**src/rtl/boot_port_mux.sv**
```systemverilog
// boot_port_mux: arbitrates NUM_PORTS byte-stream host ports onto one bootloader stream pair.
// Define BOOT_PORT_RELEASE_EN to drop an idle lock after IDLE_TIMEOUT cycles.
module boot_port_mux #(
    parameter int NUM_PORTS    = 3,
    parameter int DATA_WIDTH   = 8,
    parameter logic [DATA_WIDTH-1:0] MAGIC_BYTE = 8'hbc,
    parameter int DEFAULT_PORT = NUM_PORTS-1,
    parameter int IDLE_TIMEOUT = 12000000,
    localparam int PW = (NUM_PORTS > 2) ? $clog2(NUM_PORTS) : 1
) (
    input  logic                             clk,
    input  logic                             reset_n,
    input  logic [NUM_PORTS-1:0]             port_rx_valid,
    input  logic [NUM_PORTS*DATA_WIDTH-1:0]  port_rx_data,
    output logic [NUM_PORTS-1:0]             port_rx_ready,
    input  logic [NUM_PORTS-1:0]             port_rx_break,
    output logic [NUM_PORTS-1:0]             port_tx_valid,
    output logic [DATA_WIDTH-1:0]            port_tx_data,
    input  logic [NUM_PORTS-1:0]             port_tx_ready,
    output logic [NUM_PORTS-1:0]             port_tx_enable,
    output logic                             bl_in_valid,
    output logic [DATA_WIDTH-1:0]            bl_in_data,
    input  logic                             bl_in_ready,
    input  logic                             bl_out_valid,
    input  logic [DATA_WIDTH-1:0]            bl_out_data,
    output logic                             bl_out_ready,
    input  logic                             bl_busy,
    output logic                             bl_reset,
    output logic                             locked,
    output logic [PW-1:0]                    active_port
);

    localparam logic [PW-1:0] DFLT = PW'(DEFAULT_PORT);

    typedef enum logic {UNLOCKED = 1'b0, LOCKED = 1'b1} state_t;

    state_t        state_q, state_d;
    logic [PW-1:0] port_q, port_d;
    logic          pend_q, pend_d;
    logic [PW-1:0] pend_idx_q, pend_idx_d;
    logic          rst_q;
    logic          take, brk_sel, hit, tx_stall;
    logic [PW-1:0] hit_idx;

    // Never switch owner while a TX byte is offered but not yet taken.
    assign tx_stall = bl_out_valid & ~bl_out_ready;

    // Magic scan on non-default ports; descending loop leaves the lowest index.
    always_comb begin
        hit     = 1'b0;
        hit_idx = '0;
        for (int k = NUM_PORTS-1; k >= 0; k--) begin
            if (k != DEFAULT_PORT && port_rx_valid[k] &&
                port_rx_data[k*DATA_WIDTH +: DATA_WIDTH] == MAGIC_BYTE) begin
                hit     = 1'b1;
                hit_idx = PW'(k);
            end
        end
    end

`ifdef BOOT_PORT_RELEASE_EN
    localparam int CW = (IDLE_TIMEOUT > 1) ? $clog2(IDLE_TIMEOUT) : 1;

    logic [CW-1:0] idle_cnt;
    logic          idle_act, idle_expired;

    assign idle_act     = (bl_in_valid & bl_in_ready) | bl_busy | bl_out_valid;
    assign idle_expired = (state_q == LOCKED) & ~idle_act &
                          (idle_cnt == CW'(IDLE_TIMEOUT-1));

    always_ff @(posedge clk or negedge reset_n) begin
        if (!reset_n)
            idle_cnt <= '0;
        else if (state_q != LOCKED || idle_act || idle_expired)
            idle_cnt <= '0;
        else
            idle_cnt <= idle_cnt + 1'b1;
    end
`else
    logic unused_busy;
    assign unused_busy = bl_busy;
`endif

    always_ff @(posedge clk or negedge reset_n) begin
        if (!reset_n) begin
            state_q    <= UNLOCKED;
            port_q     <= DFLT;
            pend_q     <= 1'b0;
            pend_idx_q <= '0;
            rst_q      <= 1'b0;
        end else begin
            state_q    <= state_d;
            port_q     <= port_d;
            pend_q     <= pend_d;
            pend_idx_q <= pend_idx_d;
            rst_q      <= take | brk_sel;
        end
    end

    always_comb begin
        state_d    = state_q;
        port_d     = port_q;
        pend_d     = pend_q;
        pend_idx_d = pend_idx_q;
        take       = 1'b0;
        case (state_q)
            UNLOCKED: begin
                if (pend_q || hit) begin
                    if (tx_stall) begin
                        pend_d     = 1'b1;
                        pend_idx_d = pend_q ? pend_idx_q : hit_idx;
                    end else begin
                        state_d = LOCKED;
                        port_d  = pend_q ? pend_idx_q : hit_idx;
                        pend_d  = 1'b0;
                        take    = 1'b1;
                    end
                end
            end
            LOCKED: begin
`ifdef BOOT_PORT_RELEASE_EN
                if (idle_expired) begin
                    state_d = UNLOCKED;
                    port_d  = DFLT;
                end
`endif
            end
            default: state_d = UNLOCKED;
        endcase
    end

    // Zero-latency routing around the owning port; unselected RX is sunk.
    always_comb begin
        bl_in_valid    = 1'b0;
        bl_in_data     = '0;
        bl_out_ready   = 1'b0;
        brk_sel        = 1'b0;
        port_rx_ready  = '1;
        port_tx_valid  = '0;
        port_tx_enable = '0;
        for (int k = 0; k < NUM_PORTS; k++) begin
            if (PW'(k) == port_q) begin
                bl_in_valid       = port_rx_valid[k];
                bl_in_data        = port_rx_data[k*DATA_WIDTH +: DATA_WIDTH];
                port_rx_ready[k]  = bl_in_ready;
                port_tx_valid[k]  = bl_out_valid;
                port_tx_enable[k] = 1'b1;
                bl_out_ready      = port_tx_ready[k];
                brk_sel           = port_rx_break[k];
            end
        end
    end

    assign port_tx_data = bl_out_data;
    assign bl_reset     = rst_q;
    assign locked       = (state_q == LOCKED);
    assign active_port  = port_q;

endmodule

```
**config.mk**
```make
export PLATFORM = sky130hd
export DESIGN_NAME = boot_port_mux
export DESIGN_NICKNAME = d
export VERILOG_FILES = /design/src/rtl/boot_port_mux.sv
export SDC_FILE = /design/constraint.sdc
export NUM_CORES = 1
export LEC_CHECK = 0
export CAP_MARGIN = 5
export CORE_ASPECT_RATIO = 0.8
export CORE_MARGIN = 3
export CORE_UTILIZATION = 31
export CTS_CLUSTER_SIZE = 14
export DETAILED_ROUTE_END_ITERATION = 12
export GPL_TIMING_DRIVEN = 1
export HOLD_SLACK_MARGIN = 0.05
export PLACE_DENSITY_LB_ADDON = 0.12
export SETUP_SLACK_MARGIN = 0.15
export SLEW_MARGIN = 20
export SYNTH_ARGS = -nofsm -noshare
export SYNTH_HDL_FRONTEND = slang
export SYNTH_SLANG_ARGS = --single-unit
```
**constraint.sdc**
```tcl
create_clock -name clk -period 3.1 [get_ports clk]
set_input_delay 0.31 -clock clk [delete_from_list [all_inputs] [get_ports clk]]
set_output_delay 0.31 -clock clk [all_outputs]
set_load 0.02 [all_outputs]
```
Word-level counts from Yosys, hierarchy flattened
Cells that the tools add are included.
{"block": "totals", "word_cells": 52, "regBits": 7, "in_bits": 46}
{"block": "classes", "n_mux": 31, "eq_ne": 4, "n_bitwise": 5, "reduce_logical": 7}
{"op": "$mux W1", "n": 27}
{"op": "$mux W8", "n": 3}
{"op": "$eq A8 B8 Y1 const B", "n": 2}
{"op": "$reduce_and A3 Y1", "n": 2}
{"op": "$not A1 Y1", "n": 3}
{"op": "$eq A1 B2 Y1 const A", "n": 1}
{"op": "$eq A2 B2 Y1 const A", "n": 1}
{"op": "$logic_and A1 B1 Y1", "n": 2}
{"op": "$logic_not A2 Y1", "n": 1}
{"op": "$mux W2", "n": 1}
{"op": "$reduce_and A2 Y1", "n": 1}
{"op": "$and A1 B1 Y1", "n": 1}
{"op": "$logic_or A1 B1 Y1", "n": 1}
{"op": "$or A1 B1 Y1", "n": 1}

Longest topological paths before layout
{"block": "logic_depth", "word_depth": 10, "mapped_depth": 5, "depth_no_buf": 4}

Least setup slack after synthesis
OpenSTA, ideal clock, no wires.
{"block": "synth_timing", "path_type": "flip-flop to output port", "from": "register port_q[1], in the netlist active_port[1]", "to": "output port bl_in_data[0]", "stages_incl_launch_ff": 6, "t_required_ps": 2790, "arrival_time_ps": 1825, "setup_slack_ps": 965, "path_cell_list": "dfstp_2 clkbuf_1 nor2b_1 clkbuf_1 nand2_1 o21ai_0"}
{"block": "synth_between", "elab_chain_len": 4}
{"item": "from (decl)", "line": "38", "source": "logic [PW-1:0] port_q, port_d;"}
{"item": "from (signal assigned)", "line": "93", "source": "port_q <= port_d;"}
{"item": "$logic_not A2 Y1", "line": "142", "source": "if (PW'(k) == port_q) begin"}
{"item": "$mux W8 (2 in series)", "line": "142"}
{"item": "$mux W8 *", "line": "142"}
{"item": "to (decl)", "line": "22", "source": "output logic [DATA_WIDTH-1:0] bl_in_data,"}
Mark *: on every way between the ends. The rest lies on a longest branch, timed or not.

Worst setup path in the final report
{"block": "layout_timing", "from": "register port_q[0], in the netlist active_port[0]", "to": "output port bl_out_ready"}
{"block": "layout_between", "elab_chain_len": 4}
{"item": "$logic_not A2 Y1", "line": "142"}
{"item": "$mux W1 (2 in series)", "line": "142"}
{"item": "$mux W1 *", "line": "142"}
{"item": "to (decl)", "line": "26", "source": "output logic bl_out_ready,"}
Marked as above.

==> parameters.txt <==
Parameter                              Value

STA
  Setup repair after global routing missed its margin    no
  Worst slew pin tran    0.804 ns
  Worst clock skew    0.00113 ns
  Post-route fraction of the period consumed by the critical path    between 80% and 90%
  Setup TNS    0 ns
  Final setup vio count    0
  Time the final worst path needs with I/O delays and setup    approximately 2.5 ns
  Final hold violations    0
  Worst relative slew slack    between 40% and 50%
  Max Slew Vio Count    0
  FMAX    403 MHz

Logic synthesis
  Number of register bits inferred by synthesis    7
  Top cells by area in the synthesized netlist    sky130_fd_sc_hd__dfrtp_1, sky130_fd_sc_hd__mux2i_1, sky130_fd_sc_hd__buf_4, sky130_fd_sc_hd__o21ai_0, sky130_fd_sc_hd__nand2_1
  Yosys warns    0
  Top FF cell, synth    sky130_fd_sc_hd__dfrtp_1
  Syn Inst Count    92
  Post-synthesis cell area    approximately 740 um2
  Unique cell type count in the Yosys netlist    33
  Synth cell count leaders    sky130_fd_sc_hd__nand2_1, sky130_fd_sc_hd__mux2i_1, sky130_fd_sc_hd__o21ai_0, sky130_fd_sc_hd__buf_4, sky130_fd_sc_hd__dfrtp_1
  Net count after synthesis    about 140
  Part of the Yosys area used for sequential elements    about a quarter
  Fraction of synthesis flops using an asynchronous set or reset pin    100%
  Most repeated cell in the gate-level netlist after synthesis    sky130_fd_sc_hd__nand2_1
  Syn_area_per_cell    8.01 um2
  Number of flops mapped to enable cells by yosys    0
  Cell taking the most area after synthesis    sky130_fd_sc_hd__dfrtp_1
  Area fraction of the dominant cell type after synthesis    between 20% and 30%

CTS
  Post-CTS Setup Bufs    0
  Maximum level of the CTS H-tree    1
  Root Buffer    sky130_fd_sc_hd__clkbuf_4
  Clock insertion delay at the later pin of the skew report    approximately 0.25 ns
  Buffer levels on the longest clock path    2
  Hold_buf cts    0
  CTS tree    built
  Count of clock tree sinks    7
  Count of instances resized after the clock tree is built    0
  Num CTS Buffers    3
  Clock transition at path regs    approximately 0.05 ns

Critical path
  Worst Path Class, Setup    flop to output pin
  Slowest library cell on the worst path    sky130_fd_sc_hd__dfrtp_1
  Cell Chain, Critical Path    mux2i_1, o21ai_0, clkdlybuf4s50_1
  Crit path max-delay family    flip-flops
  Setup crit end kind    output pin
  CP required    approximately 2.8 ns
  Max FO, Critical Path    19
  Arrival time at the worst endpoint    2.17 ns
  Startpoint kind of the worst setup timing path    flop
  Worst path bufs/invs    1
  Critical path's largest stage delay    0.86 ns

Layout
  Area Overhead vs Synth    78.1%
  Final Util    between 50 and 60%
  Fin nets    190
  Count of antenna diodes in the layout    0
  Footprint of the multi-input gates    ~480 um2
  Filler Cell Count    212
  Sequential Area    about 180 um2
  Layout cells sized above 1    under 10%
  Post-route design area    1310 um2

Worst hold path
  Hold/Removal Path Class    input port to asynchronous set/reset pin

Route
  Number of nets still failing antenna checks after routing    0
  Drt total wl    roughly 2600 um
  First-iteration detailed-routing DRC count    37
  Via-to-Cell Ratio    5.14
  Total number of vias    863
  Number of iterations in the first detailed-routing pass    4
  Detailed-route wire length per cell    15.2 um
  Post-route DRC    0

Status
  Run status    finished clean

Place
  Instance area after placement    about 1300 um2
  Port Buffer Count    59
  Dpl hpwl    around 2100 um
  Global placer's final weighted congestion    0.732

GRT
  Global-route wire length before repair    about 4000 um
  Number of global-route vias before repair    ~800
  Remaining global-route overflow    0
  Pin count of the biggest net entering global routing    22
  Global routing usage summed across all routing layers    ~17%
  Initial antenna violation count    0

Pwr
  Worst vdd rail ir drop    0.206 mV
  LEAKAGE    slightly above 0.5 nW
  Cell Pwr Density    290 nW/um2
  Overall power consumption    about 0.38 mW

Die
  Number of standard-cell rows in the floorplan    15
  Ports    between 70 and 80
  Core outline area    2210 um2
  Overall die width    60.5 um
  Die Height    a little under 50 um
  Starting density of the core    about 33%
  Die Footprint    around 3000 um2

Flow run
  MaxCap Viol Count    0
[layer usage]
| layer | routed length, um | vias to the layer above | GRT usage (%) |
|---|---|---|---|
| met5 | 0 | - | 0 |
| met4 | 8 | 0 | 2.89 |
| met3 | 220 | 4 | 3.40 |
| met2 | 1230 | 36 | 29.0 |
| met1 | 1090 | 394 | 22.5 |
| li1 | - | 429 | - |
[where the power goes]
group	total, mW	leakage (nW)	switching (mW)	internal [mW]
clock network	0.0827	0.0150	0.0335	0.0491
logic	0.187	0.418	0.0766	0.110
registers	0.111	0.0802	0.0150	0.0957
total	0.380	0.513	0.125	0.255
[worst reg2reg max path: stages, from the launching register on]
cell and delay [ns]:
sky130_fd_sc_hd__dfrtp_1 0.86, sky130_fd_sc_hd__mux2i_1 0.24, sky130_fd_sc_hd__a221oi_1 0.52, sky130_fd_sc_hd__o21ai_1 0.19, sky130_fd_sc_hd__a32o_1 0.24
[flip-flops by register name (all words and copies together) (netlist names)]
name	cells
active_port	2
bl_reset	1
locked	1
pend_idx_q	2
pend_q	1
[cell families (layout without fill, tap and decap cells)]
| kind of cell | after synthesis | count (layout) | synth area share [%] |
|---|---|---|---|
| buf+inv | 14 | 65 | 11.4 |
| compound gates | 23 | 23 | 21.1 |
| simple gates | 37 | 37 | 28.7 |
| flops | 7 | 7 | 23.9 |
| mux | 11 | 11 | 14.9 |
[layout make-up]
cell class              instances  share of cell area, %
clock buffers                   4                   2.00
inverters                       1                  0.286
multi-input cells              71                   36.3
flip-flops and latches          7                   13.4
repair buffers                 60                   45.6
well taps                      25                   2.38
[placed cells by master (no fill, tap or decap), drive strengths merged, types with 2 or more instances in the layout]
cell / netlist / routed
mux2i: 11 / 11
and2: 4 / 4
clkdlybuf4s50: 0 / 59
o21ai: 12 / 12
o211ai: 2 / 2
a21oi: 2 / 2
nor2: 3 / 3
nand2: 13 / 13
dfrtp: 6 / 6
nor2b: 3 / 3
nand2b: 5 / 5
clkbuf: 3 / 4
[path summary, 6_finish.rpt]
| check | start | to | slack [ns] | cells past startpoint |
|---|---|---|---|---|
| worst max-delay path | active_port[0]$_DFFE_PN0P_ | bl_out_ready | 0.62 | 3 |
| worst min register to register | pend_idx_q[1]$_DFFE_PN0P_ | pend_idx_q[1]$_DFFE_PN0P_ | 0.53 | 1 |
| max in group asynchronous | reset_n | active_port[1]$_DFFE_PN1P_ | 2.49 | 1 |
| worst max register to register | active_port[0]$_DFFE_PN0P_ | active_port[1]$_DFFE_PN1P_ | 0.98 | 4 |
| min in group clk | pend_idx_q[1]$_DFFE_PN0P_ | pend_idx_q[1]$_DFFE_PN0P_ | 0.53 | 1 |
| worst min-delay path | reset_n | bl_reset$_DFF_PN0_ | 0.32 | 1 |
[metrics by stage]
step                      setup slack, ns  std cells  hold slack [ns]
after floorplan                     0.965         92           0.0144
after global placement              0.860        164            0.499
after detailed placement            0.831        164            0.521
after CTS                           0.594        168            0.324
after global routing                0.467        168            0.339
final                               0.616        168            0.324
Note: power is estimated with default switching activity, not from simulation.
